## src/rtl/runner_player_ctrl.sv

```systemverilog
// Player vertical-motion controller: per-frame jump/gravity state machine
// producing the registered sprite row and take-off/landing event pulses.
module runner_player_ctrl #(
  parameter int GROUND_Y = 400,
  parameter int JUMP_V0  = 12,
  parameter int GRAVITY  = 1,
  parameter int JUMP_CUT = 3,
  parameter int MAX_H    = 255
) (
  input  logic       clk,
  input  logic       rst_n,
  input  logic       frame_tick,
  input  logic       enable,
  input  logic       jump_btn,
  input  logic       duck_btn,
  output logic [9:0] player_y,
  output logic       on_ground,
  output logic       ducking,
  output logic       jump_pulse,
  output logic       land_pulse
);

  typedef enum logic [1:0] {
    ST_GROUND = 2'd0,
    ST_RISE   = 2'd1,
    ST_FALL   = 2'd2
  } state_e;

  localparam logic        [9:0] GROUND_Y_U = 10'(GROUND_Y);
  localparam logic        [7:0] V0_H       = 8'(JUMP_V0);
  localparam logic        [7:0] MAX_H_U    = 8'(MAX_H);
  localparam logic signed [9:0] V0_S       = 10'(JUMP_V0);
  localparam logic signed [9:0] GRAV_S     = 10'(GRAVITY);
  localparam logic signed [9:0] CUT_S      = 10'(JUMP_CUT);
  localparam logic signed [9:0] MAX_H_S    = 10'(MAX_H);
  localparam logic signed [9:0] VEL_FLOOR  = -10'sd31;

  state_e             state_q, state_d;
  logic        [7:0]  height_q, height_d;
  logic signed [5:0]  vel_q, vel_d;
  logic               jump_prev_q, jump_prev_d;
  logic               jump_req_q, jump_req_d;
  logic               armed_q, armed_d;
  logic               ducking_q, ducking_d;
  logic               jump_pulse_q, jump_pulse_d;
  logic               land_pulse_q, land_pulse_d;
  logic        [9:0]  player_y_q, player_y_d;

  logic               jump_edge;
  logic               tick_en;
  logic signed [9:0]  vel_ext;
  logic signed [9:0]  v_eff;
  logic signed [9:0]  sum;
  logic signed [9:0]  v_next;

  always_comb begin
    // armed_q masks the first sample after reset so a button held through
    // reset release never counts as a fresh press.
    jump_edge   = jump_btn & ~jump_prev_q & armed_q;
    tick_en     = frame_tick & enable;
    jump_prev_d = jump_btn;
    armed_d     = 1'b1;

    jump_req_d = jump_req_q | jump_edge;
    if (!enable || frame_tick) begin
      jump_req_d = 1'b0;
    end

    vel_ext = {{4{vel_q[5]}}, vel_q};
    v_eff   = vel_ext;
    if (state_q == ST_RISE && !jump_btn && vel_ext > CUT_S) begin
      v_eff = CUT_S;
    end
    sum    = $signed({2'b00, height_q}) + v_eff;
    v_next = v_eff - GRAV_S;
    if (v_next < VEL_FLOOR) begin
      v_next = VEL_FLOOR;
    end

    state_d      = state_q;
    height_d     = height_q;
    vel_d        = vel_q;
    ducking_d    = ducking_q;
    jump_pulse_d = 1'b0;
    land_pulse_d = 1'b0;

    if (tick_en) begin
      case (state_q)
        ST_GROUND: begin
          if (jump_req_q || jump_edge) begin
            state_d      = ST_RISE;
            height_d     = V0_H;
            vel_d        = 6'(V0_S - GRAV_S);
            jump_pulse_d = 1'b1;
            ducking_d    = 1'b0;
          end else begin
            ducking_d = duck_btn;
          end
        end
        ST_RISE, ST_FALL: begin
          if (sum <= 0) begin
            state_d      = ST_GROUND;
            height_d     = 8'd0;
            vel_d        = 6'sd0;
            land_pulse_d = 1'b1;
            ducking_d    = 1'b0;
          end else if (sum > MAX_H_S) begin
            state_d  = ST_FALL;
            height_d = MAX_H_U;
            vel_d    = 6'sd0;
          end else begin
            height_d = sum[7:0];
            vel_d    = v_next[5:0];
            state_d  = (v_next > 0) ? ST_RISE : ST_FALL;
          end
        end
        default: begin
          state_d  = ST_GROUND;
          height_d = 8'd0;
          vel_d    = 6'sd0;
        end
      endcase
    end

    player_y_d = GROUND_Y_U - {2'b00, height_d};
  end

  always_ff @(posedge clk or negedge rst_n) begin
    if (!rst_n) begin
      state_q      <= ST_GROUND;
      height_q     <= 8'd0;
      vel_q        <= 6'sd0;
      jump_prev_q  <= 1'b0;
      jump_req_q   <= 1'b0;
      armed_q      <= 1'b0;
      ducking_q    <= 1'b0;
      jump_pulse_q <= 1'b0;
      land_pulse_q <= 1'b0;
      player_y_q   <= GROUND_Y_U;
    end else begin
      state_q      <= state_d;
      height_q     <= height_d;
      vel_q        <= vel_d;
      jump_prev_q  <= jump_prev_d;
      jump_req_q   <= jump_req_d;
      armed_q      <= armed_d;
      ducking_q    <= ducking_d;
      jump_pulse_q <= jump_pulse_d;
      land_pulse_q <= land_pulse_d;
      player_y_q   <= player_y_d;
    end
  end

  assign player_y   = player_y_q;
  assign on_ground  = (state_q == ST_GROUND);
  assign ducking    = ducking_q;
  assign jump_pulse = jump_pulse_q;
  assign land_pulse = land_pulse_q;

endmodule

```

## config.mk

```make
export PLATFORM = sky130hd
export DESIGN_NAME = runner_player_ctrl
export DESIGN_NICKNAME = d
export VERILOG_FILES = /design/src/rtl/runner_player_ctrl.sv
export SDC_FILE = /design/constraint.sdc
export NUM_CORES = 1
export LEC_CHECK = 0
export CAP_MARGIN = 10
export CORE_ASPECT_RATIO = 1.5
export CORE_MARGIN = 4
export CORE_UTILIZATION = 53
export CTS_CLUSTER_DIAMETER = 150
export CTS_CLUSTER_SIZE = 24
export DETAILED_ROUTE_END_ITERATION = 16
export GPL_TIMING_DRIVEN = 1
export PLACE_DENSITY = 0.77
export SLEW_MARGIN = 20
export SYNTH_ARGS = -nofsm -noshare
export SYNTH_HDL_FRONTEND = slang
export SYNTH_SLANG_ARGS = --single-unit
```

## constraint.sdc

```tcl
create_clock -name clk -period 4.62 [get_ports clk]
set_clock_uncertainty 0.15 [all_clocks]
set_input_delay 0.693 -clock clk [delete_from_list [all_inputs] [get_ports clk]]
set_output_delay 0.693 -clock clk [all_outputs]
set_load 0.03 [all_outputs]
```

==> metrics.txt, run 1 <==
vias in the first global route=2181; # IOs=20; endpoints failing setup=0; WS Path Type=reg -> reg; crit end category=flop; CP Data Required Time=4.63 ns; FP Rows=29; cells on worst reg2reg path=22; first-pass GRT wire length=10.2 mm; WL/cell=17.5 µm; drt via density=5.85; DRC Markers=0; share of cells above drive strength 1=0.355; Synth async-reset ratio=1.00; DR iter-0 viols=108; final non-filler cell total=356; leakage=1.40 nW; DRT antenna net count=0; final instance area=3100 µm²; nets@finish=327; Pre-antenna DRT Iters=4; Period minus WS final=4.41 ns; gp weighted congestion=0.961; initial antenna violation count=0; CTS tree=built; Longest Clk Path Bufs=2; syn nets=260; CTS H-tree lvls=2; Final period util=0.955; Hold Path Class=reg -> reg; Total Power=2.46 mW; setup_tns=0 ns; Slew HR=0.572; Clock Sinks=30; Synth top area share=0.286; placeable core region=4280 µm²; vias after detailed routing=2083; GRT Total Usage=0.228; Initial Utilization=0.551; Die Width=62.5 µm; Max VDD drop=0.517 mV; Final Worst Setup Slack=0.207 ns; Synth area leader=dfrtp_1; Synth area leaders=dfrtp_1 29%, ha_1 5.8%, nor2_1 4.3%, dfstp_2 3.3%, xnor2_1 3.3%; largest net degree at the start of global routing=31; Layout area overhead=31.5%; Worst EP arrival=4.42 ns; Cells after Synth=242; register area share after synthesis=0.320; Die H=89.7 µm; Antenna Cells=0; Syn Area/Cell=9.75 µm²; count of final max-slew check failures=0; pre-CTS setup slack=-0.305 ns; MaxCap Viol Count=0; clk root buf=clkbuf_8; GR Overflow Total=0; status=complete, no violations; clock slew at reported path FFs=0.07 ns; DRT Wirelength=6.24 mm; Placed Area=2880 µm²; PortBufs=18; power per standard cell area=792 nW/µm²; dpl cells=345; Slew @ Worst Pin=0.638 ns; Final HPWL DP=4.63 mm; Netlist cell types=74; CP startpoint kind=flop; Mapped Area=2360 µm²; #FFs+latches synth=30; Skew-Pair Late Insertion Delay=0.29 ns; WHS Path Cells=1; die area=5610 µm²; Top FF cell, synth=dfrtp_1; Syn. warnings=0; # fillers=315; FMAX=227 MHz; CTS buffer count=5; final hold vios=0; Max FO, Critical Path=4; Post-synth EDFFs=0; number of hold buffers added after cts=0
[sequential cells by signal, summed over array words and instances, names as in the netlist]
| register | cells |
|---|---|
| state_q | 2 |
| jump_req_q | 1 |
| jump_pulse | 1 |
| vel_q | 6 |
| land_pulse | 1 |
| jump_prev_q | 1 |
| armed_q | 1 |
| player_y | 8 |
| height_q | 8 |
| ducking | 1 |
[repair_timing]
action	in CTS	in global routing
resized for setup	4	12
pin swaps	3	6
endpoints found under the setup margin	1	5
setup buffers	1	2
[path summary, 6_finish.rpt]
path                                         from                     to  slack, ns
min in group asynchronous                   rst_n  height_q[4]$_DFF_PN0_       0.64
setup reg to reg           state_q[1]$_DFFE_PN0P_  player_y[6]$_DFF_PN0_       0.21
hold / removal                ducking$_DFFE_PN0P_    ducking$_DFFE_PN0P_       0.37
max in group asynchronous                   rst_n  player_y[4]$_DFF_PN1_       3.36
setup / recovery           state_q[1]$_DFFE_PN0P_  player_y[6]$_DFF_PN0_       0.21
hold reg to reg               ducking$_DFFE_PN0P_    ducking$_DFFE_PN0P_       0.37
[Yosys cell counts (4+ instances only)]
library cell,n
nand2_1,14
nor3_1,6
xnor2_1,9
ha_1,11
nor2b_1,4
a21oi_1,11
nor2_1,27
nor3b_1,4
inv_1,15
nand2b_1,5
dfrtp_1,27
o21ai_0,7
or2_2,4
and2_1,5
o21a_1,4
nand3_1,5
[final cells by class]
type | instances | area (µm²) | share of cell area
Sequential cell | 30 | 754 | 0.243
Clock buffer | 6 | 82.6 | 0.0266
Inverter | 15 | 56.3 | 0.0181
Timing Repair Buffer | 69 | 566 | 0.182
Multi-Input combinational cell | 188 | 1530 | 0.492
Clock inverter | 2 | 60.1 | 0.0194
Tap cell | 46 | 57.6 | 0.0185
[cells in the final DEF (no fill, tap or decap), types with 4 or more instances in the layout]
master	netlist	routed
and2_1	5	5
clkdlybuf4s50_1	0	17
inv_1	15	15
buf_4	3	51
xnor2_1	9	9
nand2b_1	5	4
a21oi_2	2	5
dfrtp_1	27	27
nand2_1	14	14
ha_1	11	9
nand3_1	5	5
or2_2	4	4
o21ai_0	7	7
a21oi_1	11	8
nor3_1	6	5
o21a_1	4	4
clkbuf_8	2	6
nor3b_1	4	4
nor2_1	27	25
[metrics by stage]
step,hold slack [ns],util
after floorplan,0.247,-
after global placement,0.329,0.672
after detailed placement,0.362,0.672
after CTS,0.378,0.710
after global routing,0.410,0.725
final,0.371,0.725
[power by group]
part,switching [mW],total [mW],internal (mW)
combinational,0.869,1.65,0.785
clock,0.110,0.340,0.230
sequential,0.0962,0.464,0.368
total,1.08,2.46,1.38
[routing by layer]
layer / vias up / part of all wire / track usage / wire [µm]
li1: 995 / - / - / -
met1: 1013 / 0.38 / 0.252 / 2380
met2: 62 / 0.56 / 0.432 / 3510
met3: 13 / 0.036 / 0.0324 / 225
met4: 0 / 0.021 / 0.0847 / 134
met5: - / 0 / 0 / 0
[critical path: stages, from the launching register on]
cell and delay (ns):
dfrtp_1 0.40, inv_1 0.09, ha_1 0.17, or3b_4 0.40, nor2_4 0.12, nor2_2 0.04, inv_1 0.07, ha_2 0.18
inv_1 0.06, fa_2 0.45, buf_4 0.17, or4bb_4 0.21, o2111ai_2 0.13, a21oi_2 0.17, buf_4 0.14, mux2i_4 0.08
o31ai_4 0.29, o21a_1 0.20, ha_2 0.19, inv_1 0.05, a211oi_2 0.24, o21bai_1 0.12, xor2_1 0.17
[cells by family (layout without fill, tap and decap cells)]
kind of cell             after synthesis  in the layout  synth area share
AND/OR/NAND/NOR                       94             94             0.223
AO/OA/AOI/OAI                         62             62             0.243
flip-flops                            30             30             0.320
buffers and inverters                 24             92            0.0578
XOR/XNOR                              15             15            0.0652
adder cells (fa/ha/maj)               12             12            0.0668
multiplexers                           3              3            0.0207
other                                  2              2           0.00318
Power figures use the tool's default switching activity.
==> inputs of run 2 (changes only) <==
CORE_MARGIN = unset   (was 4)
HOLD_SLACK_MARGIN = 0.08   (was unset)
==> run 2 against run 1 <==
  * Sequential power is essentially flat
  * Utilization rose by 0.71 points
  * Sequential share of layout area hardly changed
  * Register-to-register slack got worse by 0.04 ns
  * Via count is 0.34% lower
  * First-iteration DRC count down 21%
  * Power fell by 3.7%
  * Non-clock buffer count increased by 8
  * Final cell count grew 2.2%
  * Worst setup slack worse by 0.039 ns
  * Combinational power about the same
  * Largest cell class unchanged
==> metrics.txt, run 2 (synthesized netlist as in run 1, its figures left out) <==
Layout Utilization=0.732 (was 0.725); R2R Setup Slk=0.17 ns (was 0.21 ns); die area=4730 µm² (was 5610 µm²); commonest non-fill, non-tap cell in the layout=buf_4 (unchanged); vias after detailed routing=2076 (was 2083); CP startpoint kind=flop (unchanged); initial antenna violation count=0 (unchanged); WS Path Type=reg -> reg (unchanged); Max FO, Critical Path=5 (was 4); CTS buffer count=5 (unchanged); CTS H-tree lvls=2 (unchanged); Slew HR=0.618 (was 0.572); crit end category=flop (unchanged); reg2reg end=player_y[8]$_DFF_PN1_ (was player_y[6]$_DFF_PN0_); Pre-antenna DRT Iters=4 (unchanged); final instance area=3110 µm² (was 3100 µm²); Max VDD drop=0.644 mV (was 0.517 mV); PortBufs=18 (unchanged); status=complete, no violations (unchanged); vias in the first global route=2115 (was 2181); DRT Wirelength=6.08 mm (was 6.24 mm); clock slew at reported path FFs=0.06 ns (was 0.07 ns); endpoints failing setup=0 (unchanged); drt via density=5.70 (was 5.85); Fin Hold WS=0.353 ns (was 0.371 ns); gp weighted congestion=0.941 (was 0.961); Clock Sinks=30 (unchanged); Placed Area=2910 µm² (was 2880 µm²); DRC Markers=0 (unchanged); CTS tree=built (unchanged); GR Overflow Total=0 (unchanged); Slowest Stage Delay on Critical Path=0.47 ns (was 0.45 ns); Worst path slowest cell=fa_2 (unchanged); WHS Endpoint=ducking$_DFFE_PN0P_ (unchanged); CP Cell Sequence=inv_2 -> ha_4 -> or3b_4 -> nor2_4 -> nor2_2 -> inv_1 -> ha_2 -> inv_2 -> fa_2 -> nand2b_4 -> a31oi_4 -> and4bb_2 -> nor3_2 -> xnor2_1 -> nand4b_4 -> o31ai_4 -> a21oi_2 -> a21oi_2 -> ha_2 -> inv_2 -> a211oi_2 -> buf_4 -> nor2_1 -> o21ai_1 (was inv_1 -> ha_1 -> or3b_4 -> nor2_4 -> nor2_2 -> inv_1 -> ha_2 -> inv_1 -> fa_2 -> buf_4 -> or4bb_4 -> o2111ai_2 -> a21oi_2 -> buf_4 -> mux2i_4 -> o31ai_4 -> o21a_1 -> ha_2 -> inv_1 -> a211oi_2 -> o21bai_1 -> xor2_1); cells on worst reg2reg path=24 (was 22); WHS Path Cells=1 (unchanged); Final HPWL DP=4.54 mm (was 4.63 mm); CP most frequent cell=inv_2 (was inv_1); reg2reg start=state_q[1]$_DFFE_PN0P_ (unchanged); setup_tns=0 ns (unchanged); HP Start=ducking$_DFFE_PN0P_ (unchanged); Skew-Pair Late Insertion Delay=0.29 ns (about the same); # IOs=20 (unchanged); met1 usage=0.272 (was 0.252); Worst EP arrival=4.53 ns (was 4.42 ns); share of cells above drive strength 1=0.371 (was 0.355); count of final max-slew check failures=0 (unchanged); Die Width=56.5 µm (was 62.5 µm); Layout area overhead=31.7% (was 31.5%); global-route met3 utilization=0.0651 (was 0.0324); met2 Usage GRT=0.509 (was 0.432); clk root buf=clkbuf_8 (unchanged); MaxCap Viol Count=0 (unchanged); FMAX=225 MHz (was 227 MHz); CP Data Required Time=4.70 ns (was 4.63 ns); power per standard cell area=762 nW/µm² (was 792 nW/µm²); Slew @ Worst Pin=0.570 ns (was 0.638 ns); largest net degree at the start of global routing=31 (unchanged); Period minus WS final=4.45 ns (was 4.41 ns); number of hold buffers added after cts=0 (unchanged); grt peak-use layer=met2 (unchanged); Total Power=2.37 mW (was 2.46 mW); first-pass GRT wire length=9.60 mm (was 10.2 mm); GRT Total Usage=0.272 (was 0.228); DR iter-0 viols=85 (was 108); Antenna Cells=0 (unchanged); nets@finish=335 (was 327); Initial Utilization=0.556 (was 0.551); Die H=83.7 µm (was 89.7 µm); placeable core region=4250 µm² (was 4280 µm²); # fillers=291 (was 315); leakage=1.42 nW (was 1.40 nW); Final period util=0.963 (was 0.955); DRT antenna net count=0 (unchanged); commonest cells after routing, fill and taps aside=59 x buf_4, 27 x dfrtp_1, 25 x nor2_1 (was 51 x buf_4, 27 x dfrtp_1, 25 x nor2_1); Hold Path Class=reg -> reg (unchanged); FP Rows=29 (unchanged); Longest Clk Path Bufs=2 (unchanged); crit path from=state_q[1]$_DFFE_PN0P_ (unchanged); WL/cell=16.7 µm (was 17.5 µm); final hold vios=0 (unchanged)
-- run 2: worst max-delay path by stage --
stage | endpoint | slack (ns) | cells after the start
4_1_cts | player_y[8]$_DFF_PN1_ | 0.008 | 23
2_1_floorplan | player_y[6]$_DFF_PN0_ | 0.1 | 22
5_1_grt | player_y[8]$_DFF_PN1_ | -0.05 | 24
6_report | player_y[8]$_DFF_PN1_ | 0.17 | 24
3_5_place_dp | player_y[8]$_DFF_PN1_ | -0.35 | 23
3_3_place_gp | player_y[6]$_DFF_PN0_ | -0.17 | 22
-- run 2: what timing repair did --
| item | in CTS | in global routing |
|---|---|---|
| resized for setup | 1 | 16 |
| buffers inserted | 1 | 6 |
| pin swaps | 1 | 10 |
| endpoints found under the setup margin | 3 | 5 |
-- run 2: power by group --
group	internal (mW)	total (mW)	switching [mW]
registers	0.368	0.467	0.0984
clock network	0.120	0.218	0.0987
logic	0.820	1.68	0.863
total	1.31	2.37	1.06
-- run 2: per-stage QoR --
step,setup WS (ns),instances
3_5_place_dp,-0.348,349
4_1_cts,0.00846,358
5_1_grt,-0.0464,364
2_1_floorplan,0.0976,242
6_report,0.169,364
3_3_place_gp,-0.173,349
-- run 2: cell type report --
class	count	area (µm²)	share of cell area
tap	46	57.6	0.0185
clock buffer	7	86.3	0.0278
multi-input combinational	188	1520	0.490
sequential	30	754	0.243
inverter	15	56.3	0.0181
timing repair buffer	77	626	0.201
clock inverter	1	5.00	0.00161
-- run 2: critical path: cells and delay by family (launching register included) --
family,cells,cell delay (ns)
AOI/OAI and AO/OA,6,0.98
xor gates and xnor gates,1,0.11
adders and majority gates,4,0.99
buffers and inverters,5,0.42
DFF,1,0.41
and+or+nand+nor,8,1.32
-- run 2: layer usage --
metal  part of all wire  up-vias
met5                  0        -
met4              0.033        0
met3              0.047       17
met2               0.55       55
met1               0.37      995
li1                   -     1009
